## src/rtl/instr_enc_pkg.sv

```systemverilog
// Shared definitions for the instruction encoder: op enum, MIPS opcode/funct codes,
// field positions and the combinational encode function.
package instr_enc_pkg;

    typedef enum logic [4:0] {
        OP_ADD, OP_ADDU, OP_SUB, OP_SUBU, OP_AND, OP_OR, OP_XOR, OP_NOR, OP_SLT, OP_SLTU,
        OP_SLL, OP_SRL, OP_SRA, OP_JR, OP_JALR,
        OP_LW, OP_LBU, OP_SW, OP_LUI, OP_ADDI, OP_ADDIU, OP_ANDI, OP_ORI, OP_SLTI, OP_SLTIU,
        OP_BEQ, OP_BNE, OP_J, OP_JAL, OP_NOP
    } op_e;

    typedef enum logic {ST_IDLE, ST_PAD} pad_state_e;

    localparam int unsigned OPC_LSB = 26;
    localparam int unsigned RS_LSB  = 21;
    localparam int unsigned RT_LSB  = 16;
    localparam int unsigned RD_LSB  = 11;
    localparam int unsigned SH_LSB  = 6;
    localparam int unsigned FN_LSB  = 0;

    localparam logic [31:0] NOP_WORD = '0;

    localparam logic [5:0] FN_SLL  = 6'h00, FN_SRL  = 6'h02, FN_SRA = 6'h03;
    localparam logic [5:0] FN_JR   = 6'h08, FN_JALR = 6'h09;
    localparam logic [5:0] FN_ADD  = 6'h20, FN_ADDU = 6'h21, FN_SUB = 6'h22, FN_SUBU = 6'h23;
    localparam logic [5:0] FN_AND  = 6'h24, FN_OR   = 6'h25, FN_XOR = 6'h26, FN_NOR  = 6'h27;
    localparam logic [5:0] FN_SLT  = 6'h2A, FN_SLTU = 6'h2B;

    localparam logic [5:0] OPC_J    = 6'h02, OPC_JAL  = 6'h03, OPC_BEQ  = 6'h04, OPC_BNE   = 6'h05;
    localparam logic [5:0] OPC_ADDI = 6'h08, OPC_ADDIU = 6'h09, OPC_SLTI = 6'h0A, OPC_SLTIU = 6'h0B;
    localparam logic [5:0] OPC_ANDI = 6'h0C, OPC_ORI  = 6'h0D, OPC_LUI  = 6'h0F;
    localparam logic [5:0] OPC_LW   = 6'h23, OPC_LBU  = 6'h24, OPC_SW   = 6'h2B;

    function automatic logic isIllegalOp(input logic [4:0] op);
        return op >= 5'd30;
    endfunction

    function automatic logic isDelaySlotOp(input logic [4:0] op);
        return op inside {OP_BEQ, OP_BNE, OP_J, OP_JAL, OP_JR, OP_JALR};
    endfunction

    function automatic logic [31:0] rWord(input logic [4:0] rs, rt, rd, sh, input logic [5:0] fn);
        logic [31:0] w;
        w = '0;
        w[RS_LSB +: 5] = rs;
        w[RT_LSB +: 5] = rt;
        w[RD_LSB +: 5] = rd;
        w[SH_LSB +: 5] = sh;
        w[FN_LSB +: 6] = fn;
        return w;
    endfunction

    function automatic logic [31:0] iWord(input logic [5:0] opc, input logic [4:0] rs, rt,
                                          input logic [15:0] imm);
        logic [31:0] w;
        w = '0;
        w[OPC_LSB +: 6] = opc;
        w[RS_LSB +: 5]  = rs;
        w[RT_LSB +: 5]  = rt;
        w[15:0]         = imm;
        return w;
    endfunction

    function automatic logic [31:0] jWord(input logic [5:0] opc, input logic [25:0] target);
        return {opc, target};
    endfunction

    // Fields an op does not use are passed as zero so stray request bits never leak into the word.
    function automatic logic [31:0] encodeInstr(input logic [4:0] op, input logic [4:0] rs, rt, rd, shamt,
                                                input logic [15:0] imm, input logic [25:0] target);
        logic [31:0] w;
        w = NOP_WORD;
        case (op)
            OP_ADD:   w = rWord(rs, rt, rd, 5'd0, FN_ADD);
            OP_ADDU:  w = rWord(rs, rt, rd, 5'd0, FN_ADDU);
            OP_SUB:   w = rWord(rs, rt, rd, 5'd0, FN_SUB);
            OP_SUBU:  w = rWord(rs, rt, rd, 5'd0, FN_SUBU);
            OP_AND:   w = rWord(rs, rt, rd, 5'd0, FN_AND);
            OP_OR:    w = rWord(rs, rt, rd, 5'd0, FN_OR);
            OP_XOR:   w = rWord(rs, rt, rd, 5'd0, FN_XOR);
            OP_NOR:   w = rWord(rs, rt, rd, 5'd0, FN_NOR);
            OP_SLT:   w = rWord(rs, rt, rd, 5'd0, FN_SLT);
            OP_SLTU:  w = rWord(rs, rt, rd, 5'd0, FN_SLTU);
            OP_SLL:   w = rWord(5'd0, rt, rd, shamt, FN_SLL);
            OP_SRL:   w = rWord(5'd0, rt, rd, shamt, FN_SRL);
            OP_SRA:   w = rWord(5'd0, rt, rd, shamt, FN_SRA);
            OP_JR:    w = rWord(rs, 5'd0, 5'd0, 5'd0, FN_JR);
            OP_JALR:  w = rWord(rs, 5'd0, rd, 5'd0, FN_JALR);
            OP_LW:    w = iWord(OPC_LW, rs, rt, imm);
            OP_LBU:   w = iWord(OPC_LBU, rs, rt, imm);
            OP_SW:    w = iWord(OPC_SW, rs, rt, imm);
            OP_LUI:   w = iWord(OPC_LUI, 5'd0, rt, imm);
            OP_ADDI:  w = iWord(OPC_ADDI, rs, rt, imm);
            OP_ADDIU: w = iWord(OPC_ADDIU, rs, rt, imm);
            OP_ANDI:  w = iWord(OPC_ANDI, rs, rt, imm);
            OP_ORI:   w = iWord(OPC_ORI, rs, rt, imm);
            OP_SLTI:  w = iWord(OPC_SLTI, rs, rt, imm);
            OP_SLTIU: w = iWord(OPC_SLTIU, rs, rt, imm);
            OP_BEQ:   w = iWord(OPC_BEQ, rs, rt, imm);
            OP_BNE:   w = iWord(OPC_BNE, rs, rt, imm);
            OP_J:     w = jWord(OPC_J, target);
            OP_JAL:   w = jWord(OPC_JAL, target);
            default:  w = NOP_WORD;
        endcase
        return w;
    endfunction

endpackage

```

## src/rtl/instr_enc_fifo.sv

```systemverilog
// Synchronous first-word-fall-through FIFO; the head word is held in a register so the
// memory write port sees a stable value while the consumer stalls.
module instr_enc_fifo #(
    parameter int unsigned DEPTH = 8,
    parameter int unsigned WIDTH = 32
) (
    input  logic             clk,
    input  logic             reset,
    input  logic             push,
    input  logic [WIDTH-1:0] pushData,
    input  logic             pop,
    output logic [WIDTH-1:0] headData,
    output logic             full,
    output logic             empty
);
    localparam int unsigned AW = $clog2(DEPTH);
    localparam logic [AW-1:0] PTR_ONE  = AW'(1);
    localparam logic [AW:0]   CNT_ONE  = (AW+1)'(1);
    localparam logic [AW:0]   CNT_FULL = (AW+1)'(DEPTH);

    logic [WIDTH-1:0] mem [DEPTH];
    logic [AW-1:0]    wrPtr, rdPtr;
    logic [AW:0]      count;
    logic             doPush, doPop;

    assign full   = (count == CNT_FULL);
    assign empty  = (count == '0);
    assign doPush = push && !full;
    assign doPop  = pop && !empty;

    always_ff @(posedge clk) begin
        if (doPush) mem[wrPtr] <= pushData;
    end

    always_ff @(posedge clk) begin
        if (reset) begin
            wrPtr    <= '0;
            rdPtr    <= '0;
            count    <= '0;
            headData <= '0;
        end else begin
            if (doPush) wrPtr <= wrPtr + PTR_ONE;
            if (doPop)  rdPtr <= rdPtr + PTR_ONE;
            case ({doPush, doPop})
                2'b10:   count <= count + CNT_ONE;
                2'b01:   count <= count - CNT_ONE;
                default: count <= count;
            endcase
            // Next head comes from memory, or straight from the push when the FIFO is about to run dry.
            if (doPop) begin
                if (count > CNT_ONE) headData <= mem[rdPtr + PTR_ONE];
                else if (doPush)     headData <= pushData;
            end else if (empty && doPush) begin
                headData <= pushData;
            end
        end
    end

endmodule

```

## src/rtl/instr_encoder.sv

```systemverilog
// Encodes abstract instruction requests into MIPS words, buffers them and writes them to imem.
// Optional macro INSTR_ENC_DELAY_SLOT_EN appends a NOP after every branch/jump.
module instr_encoder
    import instr_enc_pkg::*;
#(
    parameter int unsigned DEPTH      = 8,
    parameter int unsigned ADDR_WIDTH = 32
) (
    input  logic                  clk,
    input  logic                  reset,
    input  logic                  prog_start,
    input  logic [ADDR_WIDTH-1:0] prog_base,
    input  logic                  req_valid,
    output logic                  req_ready,
    input  logic [4:0]            req_op,
    input  logic [4:0]            req_rs,
    input  logic [4:0]            req_rt,
    input  logic [4:0]            req_rd,
    input  logic [4:0]            req_shamt,
    input  logic [15:0]           req_imm,
    input  logic [25:0]           req_target,
    output logic                  imem_we,
    output logic [ADDR_WIDTH-1:0] imem_addr,
    output logic [31:0]           imem_wdata,
    input  logic                  imem_ready,
    output logic                  busy,
    output logic [15:0]           word_count,
    output logic                  err_illegal
);
    logic                  fifoFull, fifoEmpty;
    logic                  pushEn, popEn, accept, illegal;
    logic [31:0]           pushData, headWord, encoded;
    logic [ADDR_WIDTH-1:0] addr;
    logic [15:0]           wordCount;
    logic                  errIllegal;

    assign illegal = isIllegalOp(req_op);
    assign encoded = encodeInstr(req_op, req_rs, req_rt, req_rd, req_shamt, req_imm, req_target);
    assign popEn   = !fifoEmpty && imem_ready;

`ifdef INSTR_ENC_DELAY_SLOT_EN
    pad_state_e padState;

    assign req_ready = !fifoFull && (padState == ST_IDLE);
    assign accept    = req_valid && req_ready;
    assign pushEn    = (padState == ST_PAD) ? !fifoFull : (accept && !illegal);
    assign pushData  = (padState == ST_PAD) ? NOP_WORD : encoded;

    always_ff @(posedge clk) begin
        if (reset) begin
            padState <= ST_IDLE;
        end else begin
            case (padState)
                ST_IDLE: if (accept && !illegal && isDelaySlotOp(req_op)) padState <= ST_PAD;
                ST_PAD:  if (!fifoFull) padState <= ST_IDLE;
                default: padState <= ST_IDLE;
            endcase
        end
    end
`else
    assign req_ready = !fifoFull;
    assign accept    = req_valid && req_ready;
    assign pushEn    = accept && !illegal;
    assign pushData  = encoded;
`endif

    instr_enc_fifo #(
        .DEPTH (DEPTH),
        .WIDTH (32)
    ) u_fifo (
        .clk      (clk),
        .reset    (reset),
        .push     (pushEn),
        .pushData (pushData),
        .pop      (popEn),
        .headData (headWord),
        .full     (fifoFull),
        .empty    (fifoEmpty)
    );

    // prog_start wins over a same-cycle pop: that write lands at the old address, the next at the base.
    always_ff @(posedge clk) begin
        if (reset) begin
            addr       <= '0;
            wordCount  <= '0;
            errIllegal <= 1'b0;
        end else begin
            if (prog_start) begin
                addr      <= prog_base & ~ADDR_WIDTH'(3);
                wordCount <= '0;
            end else if (popEn) begin
                addr      <= addr + ADDR_WIDTH'(4);
                wordCount <= wordCount + 16'd1;
            end
            if (prog_start)            errIllegal <= 1'b0;
            else if (accept && illegal) errIllegal <= 1'b1;
        end
    end

    assign imem_we     = !fifoEmpty;
    assign imem_addr   = addr;
    assign imem_wdata  = headWord;
    assign busy        = !fifoEmpty;
    assign word_count  = wordCount;
    assign err_illegal = errIllegal;

endmodule

```

## config.mk

```make
export PLATFORM = sky130hd
export DESIGN_NAME = instr_encoder
export DESIGN_NICKNAME = d
export VERILOG_FILES = /design/src/rtl/instr_enc_pkg.sv /design/src/rtl/instr_enc_fifo.sv /design/src/rtl/instr_encoder.sv
export SDC_FILE = /design/constraint.sdc
export NUM_CORES = 1
export LEC_CHECK = 0
export ABC_AREA = 1
export BUFFER_PORTS_ARGS = -buffer_cell sky130_fd_sc_hd__buf_2
export CAP_MARGIN = 20
export CELL_PAD_IN_SITES_DETAIL_PLACEMENT = 0
export CELL_PAD_IN_SITES_GLOBAL_PLACEMENT = 1
export CORE_MARGIN = 3
export CORE_UTILIZATION = 45
export DETAILED_ROUTE_END_ITERATION = 10
export GPL_TIMING_DRIVEN = 0
export PLACE_DENSITY_LB_ADDON = 0.12
export RECOVER_POWER = 50
export SLEW_MARGIN = 10
export SYNTH_ARGS = -nofsm -noshare
export SYNTH_HDL_FRONTEND = slang
export SYNTH_SLANG_ARGS = --single-unit
```

## constraint.sdc

```tcl
create_clock -name clk -period 4.15 [get_ports clk]
set_input_delay 0.6225 -clock clk [delete_from_list [all_inputs] [get_ports clk]]
set_output_delay 0.6225 -clock clk [all_outputs]
set_load 0.03 [all_outputs]
```

[After elaboration in Yosys (flattened, before gate mapping)]
Memories as Yosys holds them, arrays and structs flattened.
Cells that the tools add are included.
Cells by class
  mux-type cells: 10
  $add $sub $neg: 6
  reductions and logical operators: 17
  order comparisons: 2
  equal/unequal tests: 32
Operator list (count)
  $pmux W32 S29: 1
  $mux W32: 6
  $eq A5 B5 Y1 const B: 13
  $eq A5 B4 Y1 const B: 8
  $add A32 B3 Y32 const B: 1
  $eq A5 B3 Y1 const B: 4
  $add A16 B1 Y16 const B: 1
  $eq A5 B2 Y1 const B: 2
  $pmux W4 S2: 1
  $logic_and A1 B1 Y1: 7
  $add A3 B1 Y3 const B: 2
  $reduce_bool A2 Y1: 3
  $eq A5 B1 Y1 const B: 1
  $ge A5 B5 Y1 const B: 1
  $logic_not A5 Y1: 1
  $add A4 B1 Y4 const B: 1
  $eq A4 B4 Y1 const B: 1
  $gt A4 B1 Y1 const B: 1
  $logic_not A4 Y1: 1
  $sub A4 B1 Y4 const B: 1
  $logic_not A1 Y1: 3
  $ne A3 B2 Y1 const B: 1
  $eq A2 B1 Y1 const B: 1
  $eq A2 B2 Y1 const B: 1
  3 further kinds: 4
Storage, ports and cells
  bits in registers: 91
  input bits: 104
  RAM bits: 256
  memories kept: 1
Memory list
  u_fifo.mem: words 8, width 32, rd ports 1, clocked after Yosys merged registers in 0, wr ports 1, RTL line instr_enc_fifo.sv:21  | logic [WIDTH-1:0] mem [DEPTH];

[Longest topological paths before layout]
Gate-level depths: netlist of run 1.
  depth after elaboration: 8
  depth in mapped cells: 13
  gate-level depth less buffers: 13

[By module]
From an unflattened synthesis of run 1, not the netlist that was laid out.
Unflattened totals
  cells, all modules: 2234
  area, all modules: 17720.7 um^2
Modules (own cells, without submodules)
  instr_enc_fifo: area each 13271.5 um^2, instances 1, cells an instance 1373
  instr_encoder: area each 4449.3 um^2, instances 1, cells an instance 861

[Least setup slack after synthesis of run 1]
OpenSTA, ideal clock, no wires.
  path kind: flip-flop to flip-flop
  from: register u_fifo.count[0]
  to: memory u_fifo.mem[1][0] (enable)
  data arrival time: 2.792 ns
  buffers on the path: 0
  slack: 0.939 ns
  library setup time: 0.419 ns
  data required time: 3.731 ns
  cell stages (with the launch flop): 10
  cells stage by stage: dfxtp_1 inv_1 ha_1 nand3_1 nand2_1 nor2_2 inv_2 nor2_1 inv_1 nor2_1
Between the ends
  longest elaborated chain between the ends: 7
Ends and longest elaborated chain
  start, declared: RTL line instr_enc_fifo.sv:23  | logic [AW:0] count;
  start signal, assigned: RTL line instr_enc_fifo.sv:45  | 2'b10: count <= count + CNT_ONE;
  start signal, assigned: RTL line instr_enc_fifo.sv:46  | 2'b01: count <= count - CNT_ONE;
  start signal, assigned: RTL line instr_enc_fifo.sv:47  | default: count <= count;
  $eq A4 B4 Y1 (*): RTL line instr_enc_fifo.sv:26  | assign full = (count == CNT_FULL);
  $logic_not A1 Y1 (*): RTL line instr_encoder.sv:61  | assign req_ready = !fifoFull;
  net req_ready: RTL line instr_encoder.sv:14  | output logic req_ready,
  $logic_and A1 B1 Y1: RTL line instr_encoder.sv:62  | assign accept = req_valid && req_ready;
  $logic_and A1 B1 Y1: RTL line instr_encoder.sv:63  | assign pushEn = accept && !illegal;
  $logic_and A1 B1 Y1 (*): RTL line instr_enc_fifo.sv:28  | assign doPush = push && !full;
  $mux W1 (*): RTL line instr_enc_fifo.sv:32  | if (doPush) mem[wrPtr] <= pushData;
  $mux W1 (not written as such) (*): RTL line instr_enc_fifo.sv:32
  end, declared: RTL line instr_enc_fifo.sv:21
The timed path passes the listed nets; every way through them passes the cells marked *.

[Worst setup path in the final report of run 1]
  from: input port req_op[4]
  to: memory u_fifo.mem[3][21], data pin
Between the ends
  longest elaborated chain between the ends: 2
  elaborated cells on any way between the ends: 30
  classes of those cells: 28 x eq/ne; 1 x mux; 1 x reduce/logical
Ends and longest elaborated chain
  start, declared: RTL line instr_encoder.sv:15  | input logic [4:0] req_op,
  $eq A5 B5 Y1, or another cell as far along: RTL line instr_enc_pkg.sv:73  | case (op)
  $pmux W32 S29 (*): RTL line instr_enc_pkg.sv:73
  net encoded[21]: RTL line instr_encoder.sv:32  | logic [31:0] pushData, headWord, encoded;
Marks and branches as above.

==> results by group, run 1 <==
Floorplan
  • Core box area: roughly 37,000 µm²
  • Row Count: 70
  • Die H: about 200 µm
  • Die W: ~200 µm
  • Starting Density: between 40% and 50%
  • Io pins: roughly 190
  • Die ar.: about 40,000 µm²

STA
  • Worst rel slew slack: 20.7%
  • Slew Viols, Final: 0
  • Final setup viols: 0
  • Final Hold Vio Count: 0
  • Period minus WS final: 3.13 ns
  • Worst Max-Slew Pin Slew: approximately 1.2 ns
  • RSZ-0062 raised after global routing: false
  • Fin crit share: 75.3%
  • Fmax: between 300 and 400 MHz
  • Setup Skew: between 0.008 and 0.009 ns
  • Final hold slack: 0.367 ns

Yosys
  • Most frequent cells after synthesis: nand2_1 (374), nor2_1 (337), edfxtp_1 (248)
  • Syn_area_per_cell: 8.56 µm²
  • Seq/Total Area, Yosys: ~55%
  • Synth unique cells: 39
  • Post-synth EDFFs: around 250
  • Post-synth top flop: edfxtp_1
  • Ranking of synthesized cells by area: edfxtp_1 (44%), dfxtp_1 (11%), nand2_1 (8.4%), nor2_1 (7.5%), o21ai_0 (5.9%)
  • Synth Register Bits: 336
  • Most common cell in the netlist: nand2_1
  • Post-synthesis cell count: between 1,500 and 2,000
  • Ys async rst share: 0%
  • Area leader, netlist: edfxtp_1
  • Synthesized cell area: around 17,000 µm²
  • Synth top area share: ~44%
  • Ys Warns: 0

Power
  • Cell Pwr Density: approximately 570 nW/µm²
  • Maximum vdd ir drop: between 0.0002 and 0.0003 V
  • Leakage: approximately 7.5 nW
  • Power, Total: roughly 11 mW

Clocking
  • TritonCTS buffer count: 35
  • Depth of the CTS H-tree: 2
  • Count of hold-fix buffers inserted at cts: 0
  • Reg clk slew, reported paths: approximately 0.06 ns
  • Clock root buffer: clkbuf_16
  • Post-cts sizing count: 0
  • Clock Latency Late Sink: 0.53 ns
  • # Post-CTS Setup Buffers: 0
  • Clk sink count: approximately 340
  • CTS Buffer Depth: 3
  • CTS tree: done

Cells and area
  • Filler cells: between 3,000 and 4,000
  • Final Cell Area: between 15,000 and 20,000 µm²
  • Layout cells sized above 1: about 10%
  • Area growth, synth to finish: 16.0%
  • Multi-input logic area: between 6000 and 7000 µm²
  • # diodes: 0
  • Layout Nets: 2,289
  • FF/Latch Area: 9210 µm²

GRT
  • Gr usage total: about a quarter
  • Largest net degree at the start of global routing: 25
  • Grt ovf: 0
  • Initial antenna violation count: 0
  • Vias in the first global route: 13,840
  • First-pass GRT wire length: approximately 80,000 µm

Placed design
  • DP Area: 18,500 µm²
  • Post-DP HPWL: approximately 37,000 µm
  • IO buf count: roughly 170
  • Final GP Congestion: 0.871

Worst setup path
  • Max incr delay on CP: 0.48 ns
  • CP Buf/Inv Count: 3
  • Arr. time, crit path: approximately 3.3 ns
  • CP max FO: 10
  • Crit path capture type: flop
  • Crit path launch type: input port
  • Family with the most delay on the worst path: simple AND/OR/NAND/NOR gates
  • Worst path depth: 9
  • Worst EP required: 4.30 ns
  • CP dominant cell by count: nand2_1
  • Crit Path Class: input port to flop
  • Slowest library cell on the worst path: nor2_1
  • Critical Path, Cell by Cell: clkbuf_1 -> inv_1 -> clkbuf_1 -> nand2_1 -> nand2_1 -> nor2_1 -> nand2_1 -> nand2_1 -> nand3_1
  • Reg2Reg Depth: 8

Detailed routing
  • Total number of vias: about 15,000
  • Vias per cell: about 5.5
  • Wirelength, routed: between 50,000 and 60,000 µm
  • Pre-antenna DRT Iters: 5
  • Initial DRC count: ~1,300
  • # DRC: 0
  • Routed Antenna Nets: 0
  • Avg WL per Cell: just under 20 µm

Hold path
  • Min-Delay Path Depth: 3
  • Hold Crit Class: input port to flop

Outcome
  • Outcome: complete, no violations

Job
  • Max-Cap Viols: 0
==> cell families after synthesis <==
kind of cell	count (synthesis)	share of synthesized area (%)
xor gates and xnor gates	15	0.784
adders and majority gates	8	0.597
AOI/OAI and AO/OA	378	12.7
buffers and inverters	248	6.11
other	1	0.0224
and+or+nand+nor	972	24.8
DFF	336	54.9
==> where the power goes <==
group          internal, mW  total [mW]  switching, mW
clock                  1.85        3.13           1.28
sequential             3.95        4.09          0.145
combinational          1.06        3.92           2.86
total                  6.86        11.1           4.29
==> per-stage QoR <==
stage | util (%) | cells | worst slack (ns) | TNS [ns]
3_3_place_gp | 49.6 | 2600 | -0.740 | -148.20
5_1_grt | 53.0 | 2671 | 0.891 | 0
2_1_floorplan | - | 1960 | 0.939 | 0
3_5_place_dp | 50.3 | 2608 | 1.12 | 0
6_report | 53.0 | 2671 | 1.02 | 0
4_1_cts | 53.4 | 2671 | 1.42 | 0
==> state kept, by name (all words and copies together), names as in the netlist <==
name / count
u_fifo.mem: 248
u_fifo.headData: 31
imem_addr: 30
word_count: 16
u_fifo.count: 4
u_fifo.rdPtr: 3
u_fifo.wrPtr: 3
err_illegal: 1
==> path summary, 6_finish.rpt <==
kind	start	slack (ns)	to
worst min register to register	err_illegal	0.47	err_illegal
worst max register to register	u_fifo.count[0]	1.13	u_fifo.mem[2][21]
worst min-delay path	req_valid	0.37	err_illegal
worst max-delay path	req_op[4]	1.02	u_fifo.mem[3][21]
==> layout make-up <==
class	instances	share of cell area [%]
flip-flops and latches	336	47.4
inverters	128	2.47
well taps	468	3.01
repair buffers	180	4.82
clock inverters	19	0.920
multi-input cells	1376	33.6
clock buffers	44	4.99
plain buffers	120	2.77
==> layout by cell type, fill, tap and decap left out, drive strengths merged <==
cell type / Yosys / routed
a22oi: 9 / 9
nor4: 1 / 1
clkinv: 1 / 16
a31oi: 14 / 14
a21oi: 82 / 82
edfxtp: 248 / 248
nor2: 351 / 351
inv: 127 / 128
a22o: 1 / 1
o21a: 2 / 2
bufinv: 0 / 3
o21ai: 202 / 202
xnor2: 2 / 2
xor2: 13 / 13
conb: 1 / 3
or2: 1 / 1
a21boi: 1 / 1
and2: 2 / 2
nand2: 383 / 383
buf: 57 / 156
nor3: 13 / 13
nand3: 154 / 154
clkbuf: 63 / 188
ha: 8 / 8
nand4: 63 / 63
o211ai: 66 / 66
dfxtp: 88 / 88
o21ba: 1 / 1
nand3b: 4 / 4
==> worst min-delay path, stage by stage <==
cell,delay (ns)
buf_2,0.09
a31oi_1,0.08
nor2_1,0.07
==> routing by layer <==
layer  vias up  GRT usage [%]  share of wire [%]
li1       7159              -                  -
met1      6962           34.3                 42
met2       505           45.2                 49
met3        78           3.37                6.5
met4         0           6.90                1.9
met5         -              0                  0
No activity file was read; power rests on OpenSTA's default activity.
==> run 2: changes to the inputs <==
- clock period: 4.15 -> 3.13 ns (I/O delays scaled with it)
==> run 2 against run 1 <==
  * Via count rose by 0.17%
  * Largest power group unchanged
  * Sequential share of layout area shrank 0.052 points
  * Worst setup slack got worse by 0.76 ns
  * Clock power up 33%
  * Combinational power increased by 33%
  * Sequential power grew 33%
  * Clock-buffer cell count is the same
  * Highest routed layer unchanged
  * Register-to-register slack got worse by 0.87 ns
  * Total power up 33%
  * Wire length is essentially flat
  * Die area unchanged
  * First-iteration DRC count rose by 0.23%
==> results by group, run 2 (synthesis results as in run 1) <==
Clocking
  • Reg clk slew, reported paths: 0.06 ns
  • TritonCTS buffer count: 35
  • CTS tree: done
  • Clk sink count: 336
  • CTS Buffer Depth: 3
  • Post-cts sizing count: 0
  • Clock Latency Late Sink: ~0.52 ns
  • Count of hold-fix buffers inserted at cts: 0
  • Depth of the CTS H-tree: 2
  • Clock root buffer: clkbuf_16
  • # Post-CTS Setup Buffers: 0

Detailed routing
  • Avg WL per Cell: between 15 and 20 µm
  • Total number of vias: ~15,000
  • Vias per cell: 5.51
  • # DRC: 0
  • Wirelength, routed: around 52,000 µm
  • Routed Antenna Nets: 0
  • Pre-antenna DRT Iters: 5
  • Initial DRC count: approximately 1,300

Placed design
  • Post-DP HPWL: roughly 37,000 µm
  • IO buf count: 172
  • Final GP Congestion: 0.871

Floorplan
  • Die ar.: slightly below 40,000 µm²
  • Io pins: roughly 190
  • Die H: roughly 200 µm
  • Core box area: about 37,000 µm²
  • Die W: ~200 µm
  • Row Count: 70
  • Starting Density: a little under half

GRT
  • Grt ovf: 0
  • Initial antenna violation count: 0
  • First-pass GRT wire length: between 70,000 and 80,000 µm
  • Largest net degree at the start of global routing: 25
  • Vias in the first global route: ~14,000
  • Gr usage total: 25.9%

Hold path
  • Hold Crit Class: input port to flop

Worst setup path
  • CP max FO: 17
  • Crit Path Class: flop to flop
  • Crit path launch type: flop
  • Crit path capture type: flop
  • Arr. time, crit path: between 3 and 4 ns
  • Worst EP required: between 3 and 4 ns

Power
  • Power, Total: roughly 15 mW
  • Cell Pwr Density: around 760 nW/µm²
  • Maximum vdd ir drop: approximately 0.00037 V
  • Leakage: 7.53 nW

STA
  • Worst Max-Slew Pin Slew: 0.877 ns
  • Final hold slack: around 0.21 ns
  • RSZ-0062 raised after global routing: false
  • Worst rel slew slack: roughly 42%
  • Fmax: between 300 and 400 MHz
  • TNS Setup: 0 ns
  • Final Hold Vio Count: 0
  • Period minus WS final: about 2.9 ns
  • Setup Skew: between 0.01 and 0.015 ns
  • Fin crit share: between 90% and 100%
  • Slew Viols, Final: 0
  • Final setup viols: 0

Outcome
  • Outcome: complete, no violations

Cells and area
  • Layout cells sized above 1: between 10% and 20%
  • Top reg by flops: u_fifo.mem
  • # diodes: 0
  • Max FFs per register: roughly 250
  • Area growth, synth to finish: 16.1%
  • Most common cell after layout, fill and taps aside: nand2_1
  • Layout Nets: between 2,000 and 2,500
  • Most frequent cells in the layout: nand2_1 (377), nor2_1 (332), edfxtp_1 (248)

Job
  • Max-Cap Viols: 0
==> run 2: final timing paths <==
path / startpoint / endpoint / slack [ns] / cells past startpoint
setup / recovery: u_fifo.count[0] / u_fifo.mem[5][20] / 0.26 / 10
hold / removal: req_valid / err_illegal / 0.21 / 3
setup reg to reg: u_fifo.count[0] / u_fifo.mem[5][20] / 0.26 / 10
hold reg to reg: err_illegal / err_illegal / 0.47 / 2
==> run 2: layout make-up <==
class | count | area [µm²]
buffer | 120 | 539
clock buffer | 44 | 971
clock inverter | 19 | 179
fill | 3485 | 17200
inverter | 128 | 480
multi-input combinational | 1376 | 6560
sequential | 336 | 9210
tap | 468 | 586
timing repair buffer | 180 | 936
==> run 2: report_power, final <==
| part | total [mW] | internal (mW) | switching [mW] |
|---|---|---|---|
| clock network | 4.16 | 2.45 | 1.70 |
| logic | 5.20 | 1.41 | 3.80 |
| registers | 5.43 | 5.24 | 0.192 |
| total | 14.8 | 9.09 | 5.69 |
==> run 2: worst max-delay path, stage by stage (launching register included) <==
cell and delay [ns]:
dfxtp_1 0.36, inv_1 0.11, ha_1 0.25, nand3_1 0.14
nand2_1 0.07, nor2_1 0.30, inv_2 0.14, nor2_1 0.16
inv_1 0.19, nor2_4 0.58, buf_16 0.24
==> run 2: metal layers <==
layer  up-vias  part of all wire, %  GRT usage [%]
li1       7160                    -              -
met1      6957                   42           34.3
met2       530                   49           45.2
met3        82                  6.7           3.37
met4         0                  2.0           6.90
met5         -                    0              0
==> run 2: metrics by stage <==
stage	setup WS [ns]	std cells	utilization, %	area (µm²)
finish	0.264	2671	53.0	19500
global route	0.114	2671	53.0	19500
CTS	0.401	2671	53.4	19600
detailed placement	0.255	2608	50.3	18500
global placement	-1.61	2600	49.6	18200
floorplan	-0.0805	1960	-	16800
==> run 3: changes to the inputs <==
- CORE_UTILIZATION: 45 -> 35
==> run 3 against run 2 <==
  * Non-clock buffer count is 1 higher
  * First-iteration DRC count is 22% lower
  * Critical path type unchanged
  * Die area is 28% higher
  * Largest power group unchanged
==> results by group, run 3 (synthesis results as in run 1) <==
Outcome
  • Outcome: complete, no violations

Cells and area
  • Layout cells sized above 1: 10.1%
  • Final cell count without fillers: between 2,000 and 3,000
  • Area growth, synth to finish: 17.1%
  • Multi-input logic area: 6550 µm²
  • FF/Latch Area: around 9200 µm²
  • Most common cell after layout, fill and taps aside: nand2_1
  • Filler cells: between 4,000 and 5,000
  • Max FFs per register: 248
  • Top reg by flops: u_fifo.mem
  • Layout Nets: around 2,300
  • # diodes: 0
  • Most frequent cells in the layout: nand2_1 (378), nor2_1 (334), edfxtp_1 (248)

Worst setup path
  • Worst r2r src: u_fifo.count[0]
  • Worst EP required: approximately 3.4 ns
  • Reg2Reg Depth: 8
  • CP dominant cell by count: nand2_1
  • CP max FO: 17
  • Critical Path Source: u_fifo.count[0]
  • Crit path capture type: flop
  • Crit path launch type: flop
  • Crit Path Class: flop to flop
  • CP Buf/Inv Count: 2
  • R2R Setup Slk: 0.32 ns
  • Family with the most delay on the worst path: simple AND/OR/NAND/NOR gates
  • Slowest library cell on the worst path: nor2_4
  • Reg2reg end: u_fifo.mem[4][17]
  • Arr. time, crit path: 3.04 ns
  • Critical Path, Cell by Cell: inv_1 -> ha_1 -> nand3_1 -> nand2_1 -> nor2_1 -> nand2_1 -> nor2_4 -> buf_16
  • Max incr delay on CP: 0.67 ns

Clocking
  • CTS Buffer Depth: 3
  • Clock root buffer: clkbuf_16
  • Count of hold-fix buffers inserted at cts: 0
  • Clk sink count: 336
  • TritonCTS buffer count: 37
  • Post-cts sizing count: 0
  • CTS tree: done
  • Clock Latency Late Sink: 0.53 ns
  • Depth of the CTS H-tree: 2
  • # Post-CTS Setup Buffers: 0
  • Reg clk slew, reported paths: ~0.06 ns

Power
  • Cell Pwr Density: 756 nW/µm²
  • Sequential power share: a little over a third
  • Switching fraction of total power: between 30% and 40%
  • Comb pwr share: between 30% and 40%
  • Leakage: 7.53 nW
  • Clock Power Share: between 20% and 30%
  • P_int: around 9.0 mW
  • Switch Pwr: around 5.8 mW
  • Maximum vdd ir drop: around 0.00034 V

STA
  • Slew Viols, Final: 0
  • Fmax: 356 MHz
  • Period minus WS final: ~2.8 ns
  • Fin crit share: approximately nine tenths
  • Setup Skew: between 0.009 and 0.01 ns
  • Worst Max-Slew Pin Slew: between 0.8 and 0.9 ns
  • Final Hold Vio Count: 0
  • Worst setup margin: approximately 0.32 ns
  • Final setup viols: 0
  • RSZ-0062 raised after global routing: false
  • Worst rel slew slack: 46.6%

Placed design
  • Setup slack at placement: approximately 0.36 ns
  • Post-DP HPWL: roughly 40,000 µm
  • IO buf count: roughly 170
  • Placed insts: 2,748
  • Final GP Congestion: roughly 0.86

Detailed routing
  • Wirelength, routed: about 56,000 µm
  • Avg WL per Cell: 20.0 µm
  • Pre-antenna DRT Iters: 7
  • # DRC: 0
  • Total number of vias: ~15,000
  • Routed Antenna Nets: 0
  • Vias per cell: between 5 and 6
  • Initial DRC count: ~1,000

Floorplan
  • Starting Density: around 36%
  • Die W: 225 µm
  • Core box area: roughly 47,000 µm²
  • Die ar.: 50,600 µm²
  • Io pins: ~190
  • Row Count: 79
  • Die H: 225 µm

Hold path
  • Min-Delay Path Depth: 3
  • Worst hold path endpoint: imem_addr[19]
  • Hold Crit Class: input port to flop
  • Hold path startpoint: prog_base[19]

GRT
  • Met1 usage: between 20% and 30%
  • Gr usage total: between 20% and 30%
  • Grt met3 use: under 10%
  • First-pass GRT wire length: approximately 85,000 µm
  • Busiest grt layer: met2
  • Largest net degree at the start of global routing: 25
  • Grt ovf: 0
  • Vias in the first global route: around 14,000
  • GR Util met2: 38.1%
  • Initial antenna violation count: 0

Job
  • Max-Cap Viols: 0
run 3: routing by layer:
layer / wire [µm] / up-vias
li1: - / 7159
met2: 27400 / 394
met1: 24800 / 7034
met5: 0 / -
met4: 950 / 0
met3: 3100 / 58
run 3: power by group through the flow:
stage | clock, mW | combinational (mW) | sequential, mW
finish | 4.16 | 5.26 | 5.42
global route | 4.43 | 5.84 | 5.47
CTS | 4.24 | 5.38 | 5.42
detailed placement | 0 | 5.36 | 5.51
global placement | 0 | 5.29 | 5.52
floorplan | 0 | 3.02 | 5.84
run 3: how the worst max path moves through the flow:
stage / end / slack, ns / cells past startpoint
6_report: u_fifo.mem[4][17] / 0.32 / 8
5_1_grt: u_fifo.headData[16] / 0.11 / 11
4_1_cts: u_fifo.headData[4] / 0.42 / 9
3_5_place_dp: u_fifo.mem[4][18] / 0.36 / 7
3_3_place_gp: u_fifo.mem[5][18] / -1.78 / 8
2_1_floorplan: u_fifo.mem[1][0] / -0.08 / 9
run 3: cell type report:
cell class | instances | share of cell area [%]
sequential | 336 | 46.9
multi-input combinational | 1376 | 33.4
clock buffer | 46 | 5.00
timing repair buffer | 181 | 4.87
tap | 607 | 3.87
buffer | 120 | 2.71
inverter | 128 | 2.45
clock inverter | 21 | 0.791
run 3: worst min-delay path, cell delays in order:
cell     delay [ns]
buf_2          0.09
nand2_1        0.05
a31oi_1        0.07
run 3: stage by stage:
stage	hold WS (ns)	TNS (ns)	area (µm²)	util [%]	power, mW
after global placement	0.453	-392.13	18400	39.2	10.8
after detailed placement	0.455	0	18600	39.7	10.9
after CTS	0.198	0	19800	42.1	15.0
after floorplan	0.453	-9.98	16800	-	8.87
after global routing	0.212	0	19600	41.8	15.7
final	0.225	0	19600	41.8	14.8
